## src/rtl/root500_child_dispatcher.sv

```systemverilog
// root500_child_dispatcher: FIFO-buffered round-robin dispatcher that offers each word to one enabled child.
module root500_child_dispatcher #(
  parameter int NUM_CHILD = 5,
  parameter int DATA_W = 32,
  parameter int DEPTH = 4,
  localparam int SW = $clog2(NUM_CHILD),
  localparam int CW = $clog2(DEPTH) + 1,
  localparam int AW = $clog2(DEPTH)
) (
  input  logic                 clk,
  input  logic                 rst_n,
  input  logic                 in_valid,
  output logic                 in_ready,
  input  logic [DATA_W-1:0]    in_data,
  input  logic [NUM_CHILD-1:0] child_en,
  output logic [NUM_CHILD-1:0] out_valid,
  input  logic [NUM_CHILD-1:0] out_ready,
  output logic [DATA_W-1:0]    out_data,
  output logic [SW-1:0]        out_sel,
  output logic [CW-1:0]        fifo_count,
  output logic [15:0]          dispatch_cnt
);
  logic [DATA_W-1:0] r_mem [DEPTH];
  logic [AW-1:0]     r_wp, r_rp;
  logic [CW-1:0]     r_count;
  logic [SW-1:0]     r_ptr;
  logic              r_offering;
  logic [DATA_W-1:0] r_data;
  logic [15:0]       r_dcnt;
  logic              w_push, w_accept, w_start, w_skip, w_found;
  logic [SW-1:0]     w_nxt, w_inc, w_ptr_nxt;
  logic [DATA_W-1:0] w_head;

  function automatic logic [SW-1:0] wrap(input int v);
    return SW'(v % NUM_CHILD);
  endfunction

  assign in_ready     = rst_n & (r_count < CW'(DEPTH));
  assign w_push       = in_valid & in_ready;
  assign w_accept     = r_offering & out_ready[r_ptr];
  // An empty FIFO forwards the incoming word so it can be offered the very next cycle.
  assign w_head       = (r_count != '0) ? r_mem[r_rp] : in_data;
  assign w_start      = !r_offering & ((r_count != '0) | w_push) & child_en[r_ptr];
  assign w_skip       = !r_offering & !child_en[r_ptr];
  assign w_inc        = (r_ptr == SW'(NUM_CHILD - 1)) ? '0 : r_ptr + 1'b1;
  assign w_ptr_nxt    = w_accept ? (w_found ? w_nxt : w_inc) : (w_skip & w_found) ? w_nxt : r_ptr;
  assign out_valid    = r_offering ? (NUM_CHILD'(1) << r_ptr) : '0;
  assign out_data     = r_data;
  assign out_sel      = r_ptr;
  assign fifo_count   = r_count;
  assign dispatch_cnt = r_dcnt;

  // Nearest enabled child after the pointer; descending loop lets the closest one win.
  always_comb begin
    w_found = 1'b0;
    w_nxt   = r_ptr;
    for (int k = NUM_CHILD - 1; k >= 1; k--)
      if (child_en[wrap(int'(r_ptr) + k)]) begin
        w_found = 1'b1;
        w_nxt   = wrap(int'(r_ptr) + k);
      end
  end

  always_ff @(posedge clk)
    if (w_push) r_mem[r_wp] <= in_data;

  always_ff @(posedge clk or negedge rst_n) begin
    if (!rst_n) begin
      r_wp       <= '0;
      r_rp       <= '0;
      r_count    <= '0;
      r_ptr      <= '0;
      r_offering <= 1'b0;
      r_data     <= '0;
      r_dcnt     <= '0;
    end else begin
      if (w_push) r_wp <= r_wp + 1'b1;
      if (w_accept) begin
        r_rp   <= r_rp + 1'b1;
        r_dcnt <= r_dcnt + 1'b1;
      end
      r_count <= r_count + CW'(w_push) - CW'(w_accept);
      if (w_start) begin
        r_offering <= 1'b1;
        r_data     <= w_head;
      end else if (w_accept) r_offering <= 1'b0;
      r_ptr <= w_ptr_nxt;
    end
  end
endmodule

```

## config.mk

```make
export PLATFORM = sky130hd
export DESIGN_NAME = root500_child_dispatcher
export DESIGN_NICKNAME = d
export VERILOG_FILES = /design/src/rtl/root500_child_dispatcher.sv
export SDC_FILE = /design/constraint.sdc
export NUM_CORES = 1
export LEC_CHECK = 0
export CORE_MARGIN = 4
export CORE_UTILIZATION = 55
export DETAILED_ROUTE_END_ITERATION = 8
export DONT_BUFFER_PORTS = 1
export MAX_ROUTING_LAYER = met4
export PLACE_DENSITY_LB_ADDON = 0.15
export SYNTH_ARGS = -nofsm -noshare
export SYNTH_HDL_FRONTEND = slang
export SYNTH_SLANG_ARGS = --single-unit
```

## constraint.sdc

```tcl
create_clock -name clk -period 5.6 [get_ports clk]
set_input_delay 1.12 -clock clk [delete_from_list [all_inputs] [get_ports clk]]
set_output_delay 1.12 -clock clk [all_outputs]
set_load 0.005 [all_outputs]
```

# After elaboration in Yosys (flattened, before gate mapping)
# Memory sizes are Yosys's and may differ from the RTL's.
# Cells that the tools add are included.
[op_classes]
div = 4
bitwise = 8
magnitude_cmp = 6
n_reduce_logical = 5
mux = 30
n_addsub = 10
n_eq_ne = 1
n_shift = 1
[ops]
columns = ["op", "n"]
rows = [
  ["32-bit by 4-bit remainder unit with 32-bit output (second input constant)", 4],
  ["32-bit 2-to-1 mux", 1],
  ["3-bit 2-to-1 mux", 8],
  ["3-bit by 4-bit < comparator with 1-bit output (second input constant)", 5],
  ["1-bit binary-select mux with 3-bit select", 6],
  ["16-bit by 1-bit adder with 16-bit output (second input constant)", 1],
  ["1-bit 2-to-1 mux", 14],
  ["3-bit by 2-bit adder with 4-bit output (second input constant)", 2],
  ["1-bit bitwise AND", 7],
  ["5-bit 2-to-1 mux", 1],
  ["1-bit by 3-bit left shift with 5-bit output (first input constant)", 1],
  ["2-bit by 1-bit adder with 2-bit output (second input constant)", 2],
  ["3-bit by 1-bit adder with 4-bit output (second input constant)", 1],
  ["3-bit by 3-bit adder with 4-bit output (second input constant)", 1],
  ["2-bit nonzero test", 2],
  ["3-bit by 1-bit adder with 3-bit output", 1],
  ["3-bit by 1-bit adder with 3-bit output (second input constant)", 1],
  ["3-bit equality test (second input constant)", 1],
  ["3-bit < comparator (second input constant)", 1],
  ["3-bit nonzero test", 1],
  ["3-bit by 1-bit subtractor with 3-bit output", 1],
  ["1-bit zero test", 2],
  ["1-bit OR", 1],
]
[word_totals]
out_inout_bits = 60
regBits = 59
ramBits = 128
inputBits = 45
mem_count = 1
elab_cells = 73
[memory_table]
columns = ["name", "words", "word_bits", "read_ports", "rd_clocked_by_memory_dff", "write_ports", "line", "rtl"]
rows = [
  ["r_mem", 4, 32, 1, 0, 1, "23", "logic [DATA_W-1:0] r_mem [DEPTH];"],
]

# Longest topological paths before layout
[depth]
depth_word = 11
depth_mapped = 22
depth_no_buf = 17

# Worst setup path after synthesis
# Ideal clock, no wire load.
[synth_path]
path_type = "flip-flop to flip-flop"
start = "register r_ptr[0], in the netlist out_sel[0]"
end = "register r_ptr[0], in the netlist out_sel[0]"
synth_period_minus_slack_ns = 4.577
slack_ns = 1.023
t_arrival_ns = 4.453
setup_time_ns = 0.124
path_stages_with_launch = 22
required_time_ns = 5.476
n_path_buf = 4
path_cell_list = "dfrtp_1 buf_6 buf_4 buf_2 inv_1 ha_1 ha_1 buf_4 nor2_1 nor3_1 nor2_1 inv_1 ha_1 and4b_1 a2111oi_2 a22o_1 nor2_1 and2_1 a211oi_1 a21boi_0 o211a_1 a211o_1"
[synth_between]
elab_chain_len = 10
elab_cells_between_ends = 39
cone_classes = "add/sub (5); div (4); eq/ne (1); mux (24); bitwise (3); reduce/logical (2)"
[synth_lines]
columns = ["element", "line", "rtl"]
rows = [
  ["from (decl)", "26", "logic [SW-1:0] r_ptr;"],
  ["from (signal assigned)", "87", "r_ptr <= w_ptr_nxt;"],
  ["3-bit by 3-bit adder with 4-bit output", "58, 60", ""],
  ["32-bit by 4-bit remainder unit with 32-bit output", "35", "return SW'(v % NUM_CHILD);"],
  ["1-bit binary-select mux with 3-bit select", "58", "if (child_en[wrap(int'(r_ptr) + k)]) begin"],
  ["1-bit 2-to-1 mux (implied by the code)", "58", ""],
  ["3-bit 2-to-1 mux or 1-bit 2-to-1 mux (tied branches) (4 in series)", "58", ""],
  ["3-bit 2-to-1 mux or 1-bit bitwise AND (tied branches)", "46", "assign w_ptr_nxt = w_accept ? (w_found ? w_nxt : w_inc) : (w_skip & w_found) ? w_nxt : r_ptr;"],
  ["3-bit 2-to-1 mux or 2-bit nonzero test (tied branches)", "n/a", ""],
]
# Parallel ways exist; a longest one is shown, timed or not. The select of a mux whose other input is x is not followed.
# A chain may end at the register's enable or synchronous reset.

# Worst setup path in the final report
# Same ends and word-level chain as after synthesis.

==> impl_metrics.json <==
{
  "outcome": "complete, no violations",
  "arrival_ns": 4.66,
  "drc": 0,
  "crit_type": "register to register",
  "min_period_over_period": 0.776,
  "wl_mm": 20.1,
  "dp.cells": 875,
  "cts-buffers-inserted": 17,
  "die_area_um2": 18900,
  "layout.nets": 750,
  "seq_area_frac_synth": 0.577,
  "first_global_vias": 5799,
  "cts_sinks": 187,
  "finalSetupViolations": 0,
  "initial_utilization": 0.558,
  "cellLeakagePower_nw": 3.60,
  "cts_setup_buffers": 0,
  "gr-total-overflow": 0,
  "use_met1": 0.284,
  "vdd_ir_drop_max_v": 0.000298,
  "postCtsHoldBufs": 0,
  "rsz0062_at_grt": "false",
  "grt_pass1_wl_mm": 31.6,
  "synth_edf_count": 128,
  "boundaryPins": 105,
  "r2r_slack_ns": 1.25,
  "crit_fanout": 16,
  "syn_inst": 681,
  "power_per_cell_area_nw_per_um2": 650,
  "yosysTopAreaCell": "edfxtp_1",
  "diodes": 0,
  "clockBufferDepth": 2,
  "clkTransAtPathRegs_ns": 0.07,
  "vias": 5623,
  "grt_usage": 0.229,
  "die_w_um": 137,
  "drv_slew": 0,
  "power_w": 0.00646,
  "hold_slack_ns": 0.380,
  "maxCapViolCount": 0,
  "gp_congestion": 0.987,
  "port_buffers": 0,
  "drtPass1Iterations": 4,
  "reg2reg_to": "out_sel[0]",
  "syn2layout_area_growth_pct": 7.89,
  "grt-busiest-layer": "met2",
  "synth.avg_cell_area_um2": 13.5,
  "drt_first_iter_violations": 377,
  "worst_pin_slew_ns": 1.14,
  "cts_resized": 0,
  "antenna_found_initial": 0,
  "place_hpwl_mm": 13.1,
  "slew_headroom": 0.240,
  "cp-start-kind": "register",
  "crit_start": "out_sel[0]",
  "cts_tree": "built",
  "hp-class": "input port to async pin",
  "synthTopCellsByArea": "edfxtp_1 (42%), dfrtp_1 (16%), mux4_2 (8.1%), ha_1 (4.1%), mux2i_1 (3.8%)",
  "ys.flop_type": "edfxtp_1",
  "cts_htree_levels": 4,
  "rr_worst_depth": 16,
  "fin_skew_ns": 0.00946,
  "tns_ns": 0,
  "grt_use_met3": 0.0632,
  "end_kind": "register",
  "fillers": 1292,
  "grt_max_degree": 66,
  "grt.met2_usage": 0.370,
  "max_freq_ghz": 0.230,
  "die_h_um": 137,
  "r2r-start": "out_sel[0]",
  "syn_nets": 757,
  "insertion_delay_ns": 0.43,
  "rows": 47,
  "critPathRequiredTime_ns": 5.91,
  "hold_viol": 0,
  "core_area_um2": 16500,
  "ant_nets": 0,
  "stdcell_count": 907,
  "synth_seq_cells": 187,
  "synth_top_area_frac": 0.417,
  "netlist_area_um2": 9220,
  "period_needed_ns": 4.35,
  "cp-endpoint": "out_sel[0]",
  "synth_cell_types": 80,
  "via_per_inst": 6.20,
  "wire_per_inst_um": 22.2,
  "synthArstFlopShare": 0.316,
  "yosysWarnings": 0,
  "clockRootBuffer": "clkbuf_16",
  "yosysMostFrequentCell": "edfxtp_1",
  "final_util": 0.602,
  "drive_above_1_share": 0.154,
  "synth_top_cells_by_count": "edfxtp_1 (128), nand2_1 (65), dfrtp_1 (59)"
}
-- registers in the layout, indices dropped and copies added (netlist names) --
register	flops
r_mem	128
out_data	32
dispatch_cnt	16
fifo_count	3
out_sel	3
r_rp	2
r_wp	2
r_offering	1
-- cells by family after synthesis --
kind of cell             Yosys count  synth area share
flip-flops                       187             0.577
AND/OR/NAND/NOR                  167            0.0957
AO/OA/AOI/OAI                    143             0.110
multiplexers                      71             0.122
buffers and inverters             56            0.0276
adder cells (fa/ha/maj)           31            0.0429
XOR/XNOR                          26            0.0247
-- worst min path at each step --
stage / endpoint / cells past startpoint / from
floorplan: dispatch_cnt[15] / 1 / dispatch_cnt[15]
global placement: dispatch_cnt[15] / 1 / dispatch_cnt[15]
finish: r_offering / 0 / rst_n
CTS: r_offering / 0 / rst_n
detailed placement: out_data[4] / 2 / out_data[4]
global route: out_data[28] / 0 / rst_n
-- worst max-delay path, stage by stage (launching register included) --
cell and delay (ns):
dfrtp_1 0.35, inv_1 0.12, ha_1 0.64, inv_1 0.27, a21oi_1 0.25, nor2_1 0.09, inv_1 0.15, ha_1 0.28
nor2b_1 0.09, a2111oi_2 0.40, a22o_1 0.29, nor2_1 0.08, and2_1 0.19, a211oi_1 0.38, a21boi_0 0.16, o211a_1 0.23
a211o_1 0.26
-- final cells by class --
class | instances | area [um2] | share of cell area
clock buffers | 19 | 433 | 0.0435
inverters | 21 | 78.8 | 0.00793
clock inverters | 13 | 113 | 0.0113
flip-flops and latches | 187 | 5320 | 0.535
well taps | 220 | 275 | 0.0277
repair buffers | 9 | 67.6 | 0.00680
multi-input cells | 438 | 3650 | 0.367
-- cell usage in the layout, fill, tap and decap left out, types with 9 or more instances in the layout --
master,synthesis,layout
a211oi_1,10,10
a21oi_1,18,18
and2_1,9,9
buf_4,2,9
clkbuf_16,0,17
dfrtp_1,59,57
edfxtp_1,128,128
ha_1,30,30
inv_1,19,19
mux2i_1,35,35
mux4_2,33,33
nand2_1,65,65
nand3_1,12,12
nor2_1,18,18
nor3_1,12,11
o21ai_0,49,49
xnor2_1,22,22
-- power breakdown --
group	switching, W	internal (W)	total [W]	leakage (nW)
Combinational	0.00192	0.00142	0.00334	1.44
Sequential	0.000262	0.00174	0.00200	1.89
Clock	0.000538	0.000582	0.00112	0.267
-- per-stage QoR --
| stage | worst slack [ns] | cell area, um2 |
|---|---|---|
| final | 1.25 | 9940 |
| after global routing | 0.823 | 9940 |
| after CTS | 1.30 | 9940 |
| after detailed placement | 1.32 | 9400 |
| after global placement | 1.40 | 9400 |
| after floorplan | 1.02 | 9220 |
-- metal layers --
metal  share of wire  vias up
met2            0.50      177
li1                -     2586
met4           0.015        0
met3           0.069       28
met1            0.42     2832
met5               0        -
Note: power is estimated with default switching activity, not from simulation.
